`config.mk`:
```
export PLATFORM = sky130hd
export DESIGN_NAME = onehot_gray_encoder_pipe
export DESIGN_NICKNAME = d
export VERILOG_FILES = /design/src/rtl/onehot_gray_encoder_pipe.sv
export SDC_FILE = /design/constraint.sdc
export NUM_CORES = 1
export LEC_CHECK = 0
export CAP_MARGIN = 40
export CELL_PAD_IN_SITES_DETAIL_PLACEMENT = 1
export CELL_PAD_IN_SITES_GLOBAL_PLACEMENT = 1
export CORE_MARGIN = 2
export CORE_UTILIZATION = 24
export CTS_CLUSTER_DIAMETER = 40
export DETAILED_ROUTE_END_ITERATION = 8
export HOLD_SLACK_MARGIN = 0.1
export PLACE_DENSITY = 0.6
export SLEW_MARGIN = 15
export SYNTH_ARGS = -nofsm -noshare
export SYNTH_HDL_FRONTEND = slang
export SYNTH_SLANG_ARGS = --single-unit
```
`constraint.sdc`:
```
create_clock -name clk -period 5.9 [get_ports clk]
set_clock_uncertainty 0.05 [all_clocks]
set_input_delay 1.18 -clock clk [delete_from_list [all_inputs] [get_ports clk]]
set_output_delay 1.18 -clock clk [all_outputs]
set_load 0.1 [all_outputs]
```
`src/rtl/onehot_gray_encoder_pipe.sv`:
```
// ----------------------------------------------------------------------------
// onehot_gray_encoder_pipe
//
// Pipelined one-hot to Gray/binary encoder with valid/ready handshakes on
// both sides. Each accepted beat is encoded at acceptance and stored in a
// 2-entry skid buffer. Beats whose input is not one-hot are flagged with
// out_err and counted in a saturating error counter.
//
// Parameters
//   IN_W       one-hot input width (power of two, >= 2)
//   ERR_CNT_W  error counter width (>= 1)
//   OUT_W      derived, $clog2(IN_W), encoded output width
//
// Ports
//   clk        clock, all logic on the rising edge
//   rst        synchronous reset, active-high
//   in_valid   input beat valid
//   in_ready   block can accept a beat (registered)
//   in_value   one-hot input vector
//   in_gray    per-beat mode: 1 = Gray output, 0 = plain binary index
//   out_valid  output beat valid
//   out_ready  downstream accepts the beat
//   out_code   encoded index of the set bit (0 for illegal input)
//   out_err    beat input was not one-hot
//   clr_err    clear the error counter
//   err_count  saturating count of accepted error beats
// ----------------------------------------------------------------------------
module onehot_gray_encoder_pipe #(
    parameter  int IN_W      = 8,
    parameter  int ERR_CNT_W = 8,
    localparam int OUT_W     = $clog2(IN_W)
) (
    input  logic                 clk,
    input  logic                 rst,
    input  logic                 in_valid,
    output logic                 in_ready,
    input  logic [IN_W-1:0]      in_value,
    input  logic                 in_gray,
    output logic                 out_valid,
    input  logic                 out_ready,
    output logic [OUT_W-1:0]     out_code,
    output logic                 out_err,
    input  logic                 clr_err,
    output logic [ERR_CNT_W-1:0] err_count
);

    localparam logic [1:0] ST_EMPTY = 2'd0;
    localparam logic [1:0] ST_ONE   = 2'd1;
    localparam logic [1:0] ST_FULL  = 2'd2;

    logic [1:0]           state_q, state_d;
    logic                 in_ready_q;
    // Entry 0 is the head and drives the outputs; entry 1 is the skid slot.
    logic [OUT_W-1:0]     ent0_code_q, ent0_code_d;
    logic                 ent0_err_q,  ent0_err_d;
    logic [OUT_W-1:0]     ent1_code_q, ent1_code_d;
    logic                 ent1_err_q,  ent1_err_d;
    logic [ERR_CNT_W-1:0] err_cnt_q,   err_cnt_d;

    logic                 push, pop;
    logic [OUT_W-1:0]     idx;
    logic                 seen, multi;
    logic                 enc_err;
    logic [OUT_W-1:0]     enc_code;

    assign out_valid = (state_q != ST_EMPTY);
    assign in_ready  = in_ready_q;
    assign out_code  = ent0_code_q;
    assign out_err   = ent0_err_q;
    assign err_count = err_cnt_q;

    assign push = in_valid && in_ready_q;
    assign pop  = out_valid && out_ready;

    // Encoder: scan for set bits, remembering whether more than one was seen.
    always_comb begin
        // NOTE: every combinational output gets a default first so no path
        // leaves it unassigned, which would otherwise infer a latch.
        idx   = '0;
        seen  = 1'b0;
        multi = 1'b0;
        for (int i = 0; i < IN_W; i++) begin
            if (in_value[i]) begin
                // NOTE: blocking assignments here are intentional; later loop
                // iterations must see the flags updated by earlier ones.
                if (seen) multi = 1'b1;
                seen = 1'b1;
                idx  = OUT_W'(i);
            end
        end
        enc_err = !seen || multi;
        if (enc_err)      enc_code = '0;
        else if (in_gray) enc_code = idx ^ (idx >> 1);
        else              enc_code = idx;
    end

    // Skid-buffer occupancy and entry movement.
    always_comb begin
        state_d     = state_q;
        ent0_code_d = ent0_code_q;
        ent0_err_d  = ent0_err_q;
        ent1_code_d = ent1_code_q;
        ent1_err_d  = ent1_err_q;
        case (state_q)
            ST_EMPTY: begin
                if (push) begin
                    ent0_code_d = enc_code;
                    ent0_err_d  = enc_err;
                    state_d     = ST_ONE;
                end
            end
            ST_ONE: begin
                if (push && pop) begin
                    ent0_code_d = enc_code;
                    ent0_err_d  = enc_err;
                end else if (push) begin
                    ent1_code_d = enc_code;
                    ent1_err_d  = enc_err;
                    state_d     = ST_FULL;
                end else if (pop) begin
                    state_d     = ST_EMPTY;
                end
            end
            ST_FULL: begin
                // in_ready is low here, so only a drain can happen.
                if (pop) begin
                    ent0_code_d = ent1_code_q;
                    ent0_err_d  = ent1_err_q;
                    state_d     = ST_ONE;
                end
            end
            default: state_d = ST_EMPTY;
        endcase
    end

    // Saturating error counter; a clear coinciding with an error beat
    // leaves the count at one so that beat is not lost.
    always_comb begin
        err_cnt_d = err_cnt_q;
        if (clr_err) begin
            err_cnt_d = (push && enc_err) ? ERR_CNT_W'(1) : '0;
        end else if (push && enc_err && (err_cnt_q != '1)) begin
            err_cnt_d = err_cnt_q + ERR_CNT_W'(1);
        end
    end

    always_ff @(posedge clk) begin
        if (rst) begin
            // NOTE: the head entry is reset as well because it drives
            // out_code/out_err directly, which must read zero after reset.
            state_q     <= ST_EMPTY;
            in_ready_q  <= 1'b0;
            ent0_code_q <= '0;
            ent0_err_q  <= 1'b0;
            ent1_code_q <= '0;
            ent1_err_q  <= 1'b0;
            err_cnt_q   <= '0;
        end else begin
            // NOTE: sequential state uses non-blocking assignments so every
            // register samples pre-edge values.
            state_q     <= state_d;
            in_ready_q  <= (state_d != ST_FULL);
            ent0_code_q <= ent0_code_d;
            ent0_err_q  <= ent0_err_d;
            ent1_code_q <= ent1_code_d;
            ent1_err_q  <= ent1_err_d;
            err_cnt_q   <= err_cnt_d;
        end
    end

endmodule
```
==> impl_results.md, run 1 <==
- Warnings from Yosys: 0
- Global route total overflow: 0
- Clock tree from TritonCTS: built
- Iter 0 DRT Violations: 76
- Post-Synthesis Net Count: 174
- GPL Wtd Cong: 0.773
- Total stage count of the critical path: 6
- Quantity of hold-fixing buffers added after cts: 0
- Post-synthesis cell area: 0.00125 mm2
- Max stage delay cell, worst path: sky130_fd_sc_hd__clkdlybuf4s50_1
- First-pass GRT wire length: 7020 um
- Minimum period implied by the final worst setup slack: between 3 and 4 ns
- Die Y: between 70 and 80 um
- I/O Pins: 28
- Part of the Yosys area used for sequential elements: slightly above 30%
- Clock network fraction of total power: 29.3%
- Final Setup Violations: 0
- Horizontal extent of the die: roughly 76 um
- Pin count of the biggest net entering global routing: 16
- Critical path's most frequent cell: sky130_fd_sc_hd__o21ai_0
- Sw power: 0.000105 W
- Most frequent cells in the layout: sky130_fd_sc_hd__clkdlybuf4s50_1 (27), sky130_fd_sc_hd__dfxtp_1 (19), sky130_fd_sc_hd__nor2_1 (16), sky130_fd_sc_hd__nand2_1 (16), sky130_fd_sc_hd__a21oi_1 (15)
- DRC violations left: 0
- Gate count of the mapped netlist: 159
- Kind of start point of the critical path: input pin
- CP delay by family, top: simple AND/OR/NAND/NOR gates
- Worst slew slack as a fraction of its limit: 56.2%
- Clock Latency Late Sink: 0.26 ns
- Max clock buf depth: 2
- Final design utilization: between 30% and 40%
- Post-cts repair resize count: 0
- First-pass iteration count of the detailed router: 4
- Actual transition at the worst max-transition pin: 0.651 ns
- Worst reg-to-reg setup slack: 4.08 ns
- Final Routed Wirelength: 4090 um
- Number of flops mapped to enable cells by yosys: 0
- Required time at the worst-slack endpoint: 5.97 ns
- Routed length per instance: between 10 and 15 um
- Placeable core region: 0.00507 mm2
- Clock slew at the register clock pins of the worst setup and hold paths: about 0.070 ns
- Number of cells on the worst hold path: 2
- Max Cap Viol: 0
- Fraction of power consumed by combinational cells: 28.3%
- Area growth, synth to finish: 49.1%
- Number of H-tree levels: 1
- Number of standard cells in the layout, taps in and fillers out: 273
- Worst hold path type: reg -> reg
- Gr usage total: 14.7%
- Number of antenna violations at the first check in global routing: 0
- Most used flip-flop cell after synthesis: sky130_fd_sc_hd__dfxtp_1
- Placed cell count: approximately 270
- Count of clock tree sinks: 19
- Worst setup EP type: flip-flop
- Setup repair after global routing missed its margin: no
- Share of layout cells above drive strength 1: 11.8%
- Worst voltage drop across the vdd grid: 0.119 mV
- Worst setup path class: in -> reg
- Post-CTS Setup Bufs: 0
- Leak: 0.639 nW
- Register share of total power: 42.3%
- Pwr Density: 172 mW/mm2
- Via count of the first global-routing pass: 1,494
- Antenna-violating nets left: 0
- Register bit count reported by yosys: 19
- Longest individual stage delay on the worst path: around 0.50 ns
- Commonest non-fill, non-tap cell in the layout: sky130_fd_sc_hd__clkdlybuf4s50_1
- Root buffer cell: sky130_fd_sc_hd__clkbuf_8
- Crit Path Max Fanout: 7
- Overall via count from detail_route: 1,426
- Cell Chain, Critical Path: clkdlybuf4s50_1 > nor4_4 > mux2i_1 > nand2_1 > o21ai_0 > o21ai_0
- Number of buffers created by CTS: 3
- Max Freq: 297 MHz
- Number of unique standard cell types used by synthesis: 42
- Vias per std cell: 5.22
- Post-layout net count: between 200 and 250
- Setup slack after layout: 2.54 ns
- P_int: 0.000215 W
- Share of synthesized flip-flops with an asynchronous set or reset: 0%
- Slew Viols, Final: 0
- Initial cell density of the core: 24.6%
- Final critical-path share of the clock period: 57.0%
- Number of cell instances on the worst register-to-register path: 5
- Endpoints failing hold: 0
- DPL Wire Length: 3300 um
- CP Data Arrival Time: 3.43 ns
- Number of core rows: 26
- Post-synthesis area per instance: between 7 and 8 um2
- Count of antenna diodes in the layout: 0
- Number of port buffers: 27
- Floorplan die area: 0.00579 mm2
- Total negative slack for setup checks: 0 ns
- Setup slack after placement: 2.28 ns
- Outcome: complete, no violations
- Critical path buffer and inverter count: 1
- Switching share of power: 32.9%
[worst min-delay path, stage by stage (launching register included)]
cell and delay (ns):
sky130_fd_sc_hd__dfxtp_1 0.32, sky130_fd_sc_hd__nand3_1 0.06, sky130_fd_sc_hd__o41ai_1 0.06
[registers in the layout, summed over array words and instances (netlist names)]
| signal | flops |
|---|---|
| in_ready | 1 |
| out_code | 3 |
| state_q | 2 |
| err_count | 8 |
| ent1_err_q | 1 |
| out_err | 1 |
| ent1_code_q | 3 |
[final cells by class]
| class | instances | area (um2) |
|---|---|---|
| clock buffer | 4 | 45.0 |
| fill | 626 | 3220 |
| inverter | 5 | 18.8 |
| multi-input combinational | 132 | 836 |
| sequential | 19 | 380 |
| tap | 70 | 87.6 |
| timing repair buffer | 43 | 490 |
[routing by layer]
layer	GRT usage, %	routed length (um)	up-vias
li1	-	-	703
met1	18.2	1860	693
met2	25.9	2040	24
met3	3.20	135	6
met4	3.45	51	0
met5	0	0	-
[through the flow]
stage	instance area, um2	hold slack (ns)	power [W]
2_1_floorplan	1250	0.382	0.000188
3_3_place_gp	1590	0.393	0.000215
3_5_place_dp	1810	0.432	0.000229
4_1_cts	1850	0.442	0.000325
5_1_grt	1860	0.454	0.000336
6_report	1860	0.443	0.000320
[worst paths after layout]
path | startpoint | to
hold reg to reg | ent1_code_q[2] | ent1_code_q[2]
setup reg to reg | in_ready | ent1_code_q[0]
hold / removal | ent1_code_q[2] | ent1_code_q[2]
setup / recovery | in_value[2] | out_code[0]
[logic make-up (layout without fill, tap and decap cells)]
group | Yosys count | in the layout | share of synthesized area [%]
compound gates | 50 | 50 | 28.2
simple gates | 75 | 75 | 33.0
buf+inv | 8 | 52 | 2.41
flops | 19 | 19 | 30.5
mux | 6 | 6 | 4.82
fa+ha+maj | 1 | 1 | 1.00
[synth_stat cells (2+ instances only)]
| library cell | n | area, um2 |
|---|---|---|
| sky130_fd_sc_hd__o21ai_0 | 3 | 15.0 |
| sky130_fd_sc_hd__clkbuf_1 | 3 | 11.3 |
| sky130_fd_sc_hd__mux2i_1 | 6 | 60.1 |
| sky130_fd_sc_hd__nor2_1 | 16 | 60.1 |
| sky130_fd_sc_hd__o211ai_1 | 2 | 15.0 |
| sky130_fd_sc_hd__nor2b_1 | 4 | 25.0 |
| sky130_fd_sc_hd__a311oi_1 | 3 | 26.3 |
| sky130_fd_sc_hd__o21a_1 | 4 | 30.0 |
| sky130_fd_sc_hd__nand2b_1 | 3 | 18.8 |
| sky130_fd_sc_hd__a211oi_1 | 4 | 30.0 |
| sky130_fd_sc_hd__or3_1 | 2 | 12.5 |
| sky130_fd_sc_hd__or2_2 | 2 | 12.5 |
| sky130_fd_sc_hd__and2_1 | 3 | 18.8 |
| sky130_fd_sc_hd__a21oi_1 | 15 | 75.1 |
| sky130_fd_sc_hd__a31oi_1 | 3 | 18.8 |
| sky130_fd_sc_hd__dfxtp_1 | 19 | 380 |
| sky130_fd_sc_hd__and3_1 | 3 | 18.8 |
| sky130_fd_sc_hd__nand3_1 | 9 | 45.0 |
| sky130_fd_sc_hd__nand2_1 | 16 | 60.1 |
| sky130_fd_sc_hd__o2111ai_1 | 3 | 26.3 |
| sky130_fd_sc_hd__inv_1 | 5 | 18.8 |
| sky130_fd_sc_hd__a2111o_1 | 2 | 22.5 |
| sky130_fd_sc_hd__o31ai_1 | 2 | 15.0 |
| sky130_fd_sc_hd__nand4_1 | 8 | 50.1 |
| sky130_fd_sc_hd__o41ai_1 | 2 | 17.5 |
[power groups by stage]
stage | logic, W | clock network [W] | registers, W
after global placement | 0.0000767 | 0 | 0.000138
after detailed placement | 0.0000903 | 0 | 0.000138
after floorplan | 0.0000293 | 0 | 0.000158
final | 0.0000906 | 0.0000938 | 0.000135
after CTS | 0.0000907 | 0.0000983 | 0.000136
after global routing | 0.0000962 | 0.000104 | 0.000136
Note: power is estimated with default switching activity, not from simulation.
==> run 2, diff against run 1 <==
Settings changed: PLACE_DENSITY 0.6 to 0.62.
Clock period 5.9 ns to 2.9 ns, I/O delays scaled along.
==> run 2 against run 1 <==
  * Clock power is 97% higher
  * Sequential power is 100% higher
  * Worst hold slack worse by 0.021 ns
  * Non-clock buffer count is 9 lower
  * Sequential cell count stayed put
  * Routed wire length is 4.2% lower
  * Die area stayed put
  * Combinational power is 80% higher
  * Cell count is 3.3% lower
  * Register-to-register slack worse by 3.0 ns
  * Total power is 95% higher
  * Setup slack worse by 2.2 ns
  * Critical path type unchanged
  * Critical endpoint is now out_code[2]
==> impl_results.md, run 2 (synthesized netlist as in run 1, its figures left out) <==
- Outcome: complete, no violations
- Endpoints failing hold: 0 (unchanged)
- Post-CTS Setup Bufs: 0 (unchanged)
- Final design utilization: 32.6% (-4.0 points)
- Max clock buf depth: 2 (unchanged)
- DPL Wire Length: 3160 um (-4.3%)
- Worst hold path type: reg -> reg
- First-pass GRT wire length: 6700 um (-4.6%)
- Final cell area excluding filler cells: 0.00166 mm2 (-11%)
- Worst slew slack as a fraction of its limit: 61.0% (+4.7 points)
- Count of clock tree sinks: 19 (unchanged)
- Initial cell density of the core: 24.6% (unchanged)
- First-pass iteration count of the detailed router: 4 (unchanged)
- Slew Viols, Final: 0 (unchanged)
- Sum of internal, switching and leakage power: 0.000624 W (+95%)
- Commonest non-fill, non-tap cell in the layout: sky130_fd_sc_hd__buf_4
- Clock slew at the register clock pins of the worst setup and hold paths: 0.07 ns (about the same)
- Minimum period implied by the final worst setup slack: 2.55 ns
- Largest register FFs: 8 (unchanged)
- Kind of start point of the critical path: input pin
- Global route total overflow: 0 (unchanged)
- Max stage delay cell, worst path: sky130_fd_sc_hd__nor4_1
- Gr usage total: 13.8% (-0.83 points)
- Number of H-tree levels: 1 (unchanged)
- Sink of the worst hold path: ent1_code_q[1]
- Reg-to-reg endpoint: out_err
- Longest individual stage delay on the worst path: 0.54 ns (+0.04 ns)
- Crit Path Max Fanout: 7 (unchanged)
- Post-layout net count: 210 (-4.1%)
- Floorplan die area: 0.00579 mm2 (unchanged)
- Overall via count from detail_route: 1,381 (-3.2%)
- Final critical-path share of the clock period: 87.9%
- Final hold slack: 0.423 ns (-0.0205 ns)
- Via count of the first global-routing pass: 1,413 (-5.4%)
- Count of antenna diodes in the layout: 0 (unchanged)
- Routed length per instance: 14.8 um (-0.94%)
- Clock tree from TritonCTS: built
- Horizontal extent of the die: 76.1 um (unchanged)
- CP delay by family, top: simple AND/OR/NAND/NOR gates
- Final Routed Wirelength: 3910 um (-4.2%)
- Required time at the worst-slack endpoint: 3.01 ns (-2.96 ns)
- I/O Pins: 28 (unchanged)
- Worst reg-to-reg setup slack: 1.10 ns (-2.98 ns)
- Quantity of hold-fixing buffers added after cts: 0 (unchanged)
- Number of buffers created by CTS: 3 (unchanged)
- Max Freq: 392 MHz
- Root buffer cell: sky130_fd_sc_hd__clkbuf_8
- Post-cts repair resize count: 0 (unchanged)
- Pwr Density: 377 mW/mm2 (+120%)
- Actual transition at the worst max-transition pin: 0.581 ns (-0.0702 ns)
- GPL Wtd Cong: 0.767 (-0.81%)
- Pin count of the biggest net entering global routing: 12 (-4)
- DRC violations left: 0 (unchanged)
- Number of core rows: 26 (unchanged)
- Number of cells on the worst hold path: 2 (unchanged)
- Total cell area at the placement stage: 0.00161 mm2 (-11%)
- Final Setup Violations: 0 (unchanged)
- Total negative slack for setup checks: 0 ns (unchanged)
- Area growth, synth to finish: 32.9%
- Cell Chain, Critical Path: clkdlybuf4s50_1 > nor4_1 > mux2i_1 > and2_4 > a2111o_1 > a311oi_1
- Crit Reg-Reg Startpoint: in_ready
- CP Data Arrival Time: 2.66 ns (-0.77 ns)
- Placeable core region: 0.00507 mm2 (unchanged)
- Clock Latency Late Sink: 0.25 ns (about the same)
- Vias per std cell: 5.23 (+0.15%)
- Number of cell instances on the worst register-to-register path: 5 (unchanged)
- Number of antenna violations at the first check in global routing: 0 (unchanged)
- Most frequent cells in the layout: sky130_fd_sc_hd__buf_4 (21), sky130_fd_sc_hd__dfxtp_1 (19), sky130_fd_sc_hd__nor2_1 (16), sky130_fd_sc_hd__nand2_1 (16), sky130_fd_sc_hd__a21oi_1 (15)
- Share of layout cells above drive strength 1: 15.5% (+3.6 points)
- Critical path buffer and inverter count: 1 (unchanged)
- Max Cap Viol: 0 (unchanged)
- Die Y: 76.1 um (unchanged)
- Start point of the worst hold path: ent1_code_q[1]
- Iter 0 DRT Violations: 63 (-17%)
- Worst voltage drop across the vdd grid: 0.270 mV (+130%)
- Setup repair after global routing missed its margin: no
- Leak: 0.591 nW (-7.5%)
- Number of port buffers: 27 (unchanged)
- Worst setup EP type: flip-flop
- Worst setup path class: in -> reg
- Antenna-violating nets left: 0 (unchanged)
## run 2: routing by layer
metal | GRT usage (%) | wire length, um
met5 | 0 | 0
met4 | 1.64 | 13
met3 | 2.49 | 101
met2 | 24.1 | 1940
met1 | 18.4 | 1860
## run 2: worst register-to-register path, stage by stage, from the launching register on
cell and delay [ns]:
sky130_fd_sc_hd__dfxtp_1 0.39, sky130_fd_sc_hd__nand2_1 0.24, sky130_fd_sc_hd__o31ai_1 0.30, sky130_fd_sc_hd__buf_4 0.20, sky130_fd_sc_hd__nor2_1 0.05, sky130_fd_sc_hd__a2111oi_0 0.42
## run 2: how the worst max path moves through the flow
stage	startpoint	endpoint	slack (ns)	depth (start not counted)
after global routing	in_value[4]	ent1_code_q[2]	0.07	6
after CTS	in_value[4]	ent1_code_q[2]	0.31	6
final	in_value[4]	out_code[2]	0.35	6
after detailed placement	in_value[4]	ent1_code_q[2]	0.05	6
after floorplan	in_ready	out_err	0.43	5
after global placement	in_value[2]	out_code[0]	0.19	6
## run 2: cell type report
cell class	count	area, um2
inverter	5	18.8
tap	70	87.6
clock inverter	1	5.00
clock buffer	3	41.3
timing repair buffer	34	288
sequential	19	380
multi-input combinational	132	836
fill	643	3420
## run 2: report_power, final
part / switching, W / total, W / internal (W)
registers: 0.00000709 / 0.000275 / 0.000268
logic: 0.000110 / 0.000163 / 0.0000530
clock network: 0.0000900 / 0.000185 / 0.0000954
## run 2: metrics by stage
stage	setup WS, ns	instances
floorplan	0.428	159
global placement	0.188	260
detailed placement	0.0494	260
CTS	0.309	264
global route	0.0732	264
finish	0.352	264
==> run 3, diff against run 2 <==
Settings changed: CORE_UTILIZATION 24 to 32, CTS_CLUSTER_DIAMETER 40 to 200, PLACE_DENSITY 0.62 to 0.78.
==> run 3 against run 2 <==
  * Routed wire length increased by 1.5%
  * First-iteration DRC count decreased by 21%
  * Total power increased by 1.7%
  * Sequential power about the same
  * Maximum frequency decreased by 6.3%
  * Critical endpoint unchanged
  * Largest cell class unchanged
  * Highest routed layer unchanged
==> impl_results.md, run 3 (synthesized netlist as in run 1, its figures left out) <==
- Number of core rows: 22 (-15%)
- Sw power: 0.000213 W (+2.8%)
- Final hold slack: 0.422 ns (-0.00137 ns)
- Number of cells on the worst hold path: 2 (unchanged)
- Post-CTS Setup Bufs: 0 (unchanged)
- Minimum period implied by the final worst setup slack: 2.72 ns (+0.172 ns)
- Required time at the worst-slack endpoint: 3.02 ns (about the same)
- Count of clock tree sinks: 19 (unchanged)
- Number of cell instances on the worst register-to-register path: 6 (+1)
- Initial cell density of the core: 33.5% (+9.0 points)
- Die Y: 66.4 um (-13%)
- Final critical-path share of the clock period: 93.8% (+5.9 points)
- Fraction of power consumed by combinational cells: 26.4% (+0.3 points)
- Floorplan die area: 0.00441 mm2 (-24%)
- Switching share of power: 33.5% (+0.34 points)
- Crit Reg-Reg Startpoint: err_count[1]
- Endpoints failing hold: 0 (unchanged)
- Worst setup path class: in -> reg
- Vias per std cell: 5.73 (+9.6%)
- Horizontal extent of the die: 66.4 um (-13%)
- Number of H-tree levels: 1 (unchanged)
- I/O Pins: 28 (unchanged)
- Register share of total power: 43.4% (-0.7 points)
- Number of antenna violations at the first check in global routing: 0 (unchanged)
- Share of layout cells above drive strength 1: 17.6% (+2.1 points)
- Antenna-violating nets left: 0 (unchanged)
- GPL Wtd Cong: 0.829 (+8.0%)
- Number of buffers created by CTS: 3 (unchanged)
- Iter 0 DRT Violations: 50 (-21%)
- Clock network fraction of total power: 30.2% (+0.5 points)
- Clock slew at the register clock pins of the worst setup and hold paths: 0.07 ns (about the same)
- Start point of the worst hold path: ent1_code_q[1]
- Worst reg-to-reg setup slack: 1.06 ns (-0.04 ns)
- Final Routed Wirelength: 3970 um (+1.5%)
- Reg-to-reg endpoint: err_count[4]
- Sum of internal, switching and leakage power: 0.000635 W (+1.7%)
- Total negative slack for setup checks: 0 ns (unchanged)
- Via count of the first global-routing pass: 1,428 (+1.1%)
- Gr usage total: 19.4% (+5.6 points)
- Filler instances: 474 (-26%)
- Root buffer cell: sky130_fd_sc_hd__clkbuf_8
- Kind of start point of the critical path: input pin
- Area growth, synth to finish: 33.7%
- Largest register FFs: 8 (unchanged)
- Number of port buffers: 27 (unchanged)
- Overall via count from detail_route: 1,416 (+2.5%)
- Max Cap Viol: 0 (unchanged)
- First-pass iteration count of the detailed router: 4 (unchanged)
- Outcome: complete, no violations
- Worst setup EP type: flip-flop
- DPL Wire Length: 3230 um (+2.4%)
- Post-cts repair resize count: 0 (unchanged)
- Leak: 0.617 nW (+4.3%)
- Post-layout net count: 215 (+2.4%)
- CP Data Arrival Time: 2.84 ns (+0.18 ns)
- Global route total overflow: 0 (unchanged)
- Worst voltage drop across the vdd grid: 0.232 mV (-14%)
- Count of antenna diodes in the layout: 0 (unchanged)
- Max Freq: 368 MHz (-6.3%)
- Commonest non-fill, non-tap cell in the layout: sky130_fd_sc_hd__buf_4
- Setup repair after global routing missed its margin: no
- Pin count of the biggest net entering global routing: 13 (+1)
- Clock tree from TritonCTS: built
- Most frequent cells in the layout: sky130_fd_sc_hd__buf_4 (26), sky130_fd_sc_hd__dfxtp_1 (19), sky130_fd_sc_hd__nor2_1 (16), sky130_fd_sc_hd__nand2_1 (16), sky130_fd_sc_hd__a21oi_1 (15)
- Sink of the worst hold path: ent1_code_q[1]
- Worst slew slack as a fraction of its limit: 53.9% (-7.1 points)
- Quantity of hold-fixing buffers added after cts: 0 (unchanged)
- Pwr Density: 381 mW/mm2 (+1.1%)
- Routed length per instance: 16.1 um (+8.5%)
- Slew Viols, Final: 0 (unchanged)
- Crit Path Max Fanout: 5 (-2)
- Clock Latency Late Sink: 0.26 ns (about the same)
- Max clock buf depth: 2 (unchanged)
- Placeable core region: 0.00372 mm2 (-27%)
- First-pass GRT wire length: 6630 um (-1.0%)
- DRC violations left: 0 (unchanged)
- Final Setup Violations: 0 (unchanged)
- P_int: 0.000422 W (+1.2%)
- Actual transition at the worst max-transition pin: 0.685 ns (+0.104 ns)
- Worst hold path type: reg -> reg
run 3: changes by cell type in the layout (fill, tap and decap cells not counted):
cell                    change
sky130_fd_sc_hd__buf_4      +5
run 3: worst max-delay path by stage:
stage / cells after the start / end / from / slack [ns]
floorplan: 5 / out_err / in_ready / 0.43
finish: 6 / out_code[2] / in_value[4] / 0.18
global route: 6 / out_code[2] / in_value[4] / 0.09
detailed placement: 6 / out_code[2] / in_value[4] / -0.08
CTS: 6 / out_code[2] / in_value[4] / 0.19
global placement: 6 / out_code[2] / in_value[4] / -0.02
run 3: cell type report:
| cell class | count | area, um2 | area share [%] |
|---|---|---|---|
| Clock buffer | 3 | 41.3 | 2.48 |
| Clock inverter | 1 | 5.00 | 0.300 |
| Inverter | 5 | 18.8 | 1.13 |
| Multi-Input combinational cell | 132 | 836 | 50.2 |
| Sequential cell | 19 | 380 | 22.8 |
| Tap cell | 48 | 60.1 | 3.60 |
| Timing Repair Buffer | 39 | 325 | 19.5 |
run 3: power by group through the flow:
| stage | sequential [W] | combinational, W | clock, W |
|---|---|---|---|
| 4_1_cts | 0.000276 | 0.000168 | 0.000194 |
| 3_3_place_gp | 0.000281 | 0.000163 | 0 |
| 5_1_grt | 0.000277 | 0.000179 | 0.000210 |
| 6_report | 0.000276 | 0.000167 | 0.000192 |
| 3_5_place_dp | 0.000282 | 0.000167 | 0 |
| 2_1_floorplan | 0.000322 | 0.0000596 | 0 |
run 3: through the flow:
stage          cell area (um2)  utilization [%]  std cells  setup WS, ns
4_1_cts                   1670             44.8        247         0.193
5_1_grt                   1670             44.8        247        0.0866
2_1_floorplan             1250                -        159         0.428
3_3_place_gp              1620             43.6        243       -0.0226
6_report                  1670             44.8        247         0.181
3_5_place_dp              1620             43.6        243       -0.0791
run 3: critical path, cell delays in order:
cell and delay (ns):
sky130_fd_sc_hd__clkdlybuf4s50_1 0.43, sky130_fd_sc_hd__nor4_1 0.63, sky130_fd_sc_hd__mux2i_1 0.31, sky130_fd_sc_hd__and2_4 0.23, sky130_fd_sc_hd__a2111o_1 0.38, sky130_fd_sc_hd__a311oi_1 0.28
run 3: layer usage:
metal  wire length [um]  share of wire, %  GRT usage (%)
met5                  0                 0              0
met4                 46               1.2           3.32
met3                120               3.0           3.58
met2               1990                50           36.4
met1               1810                46           23.0
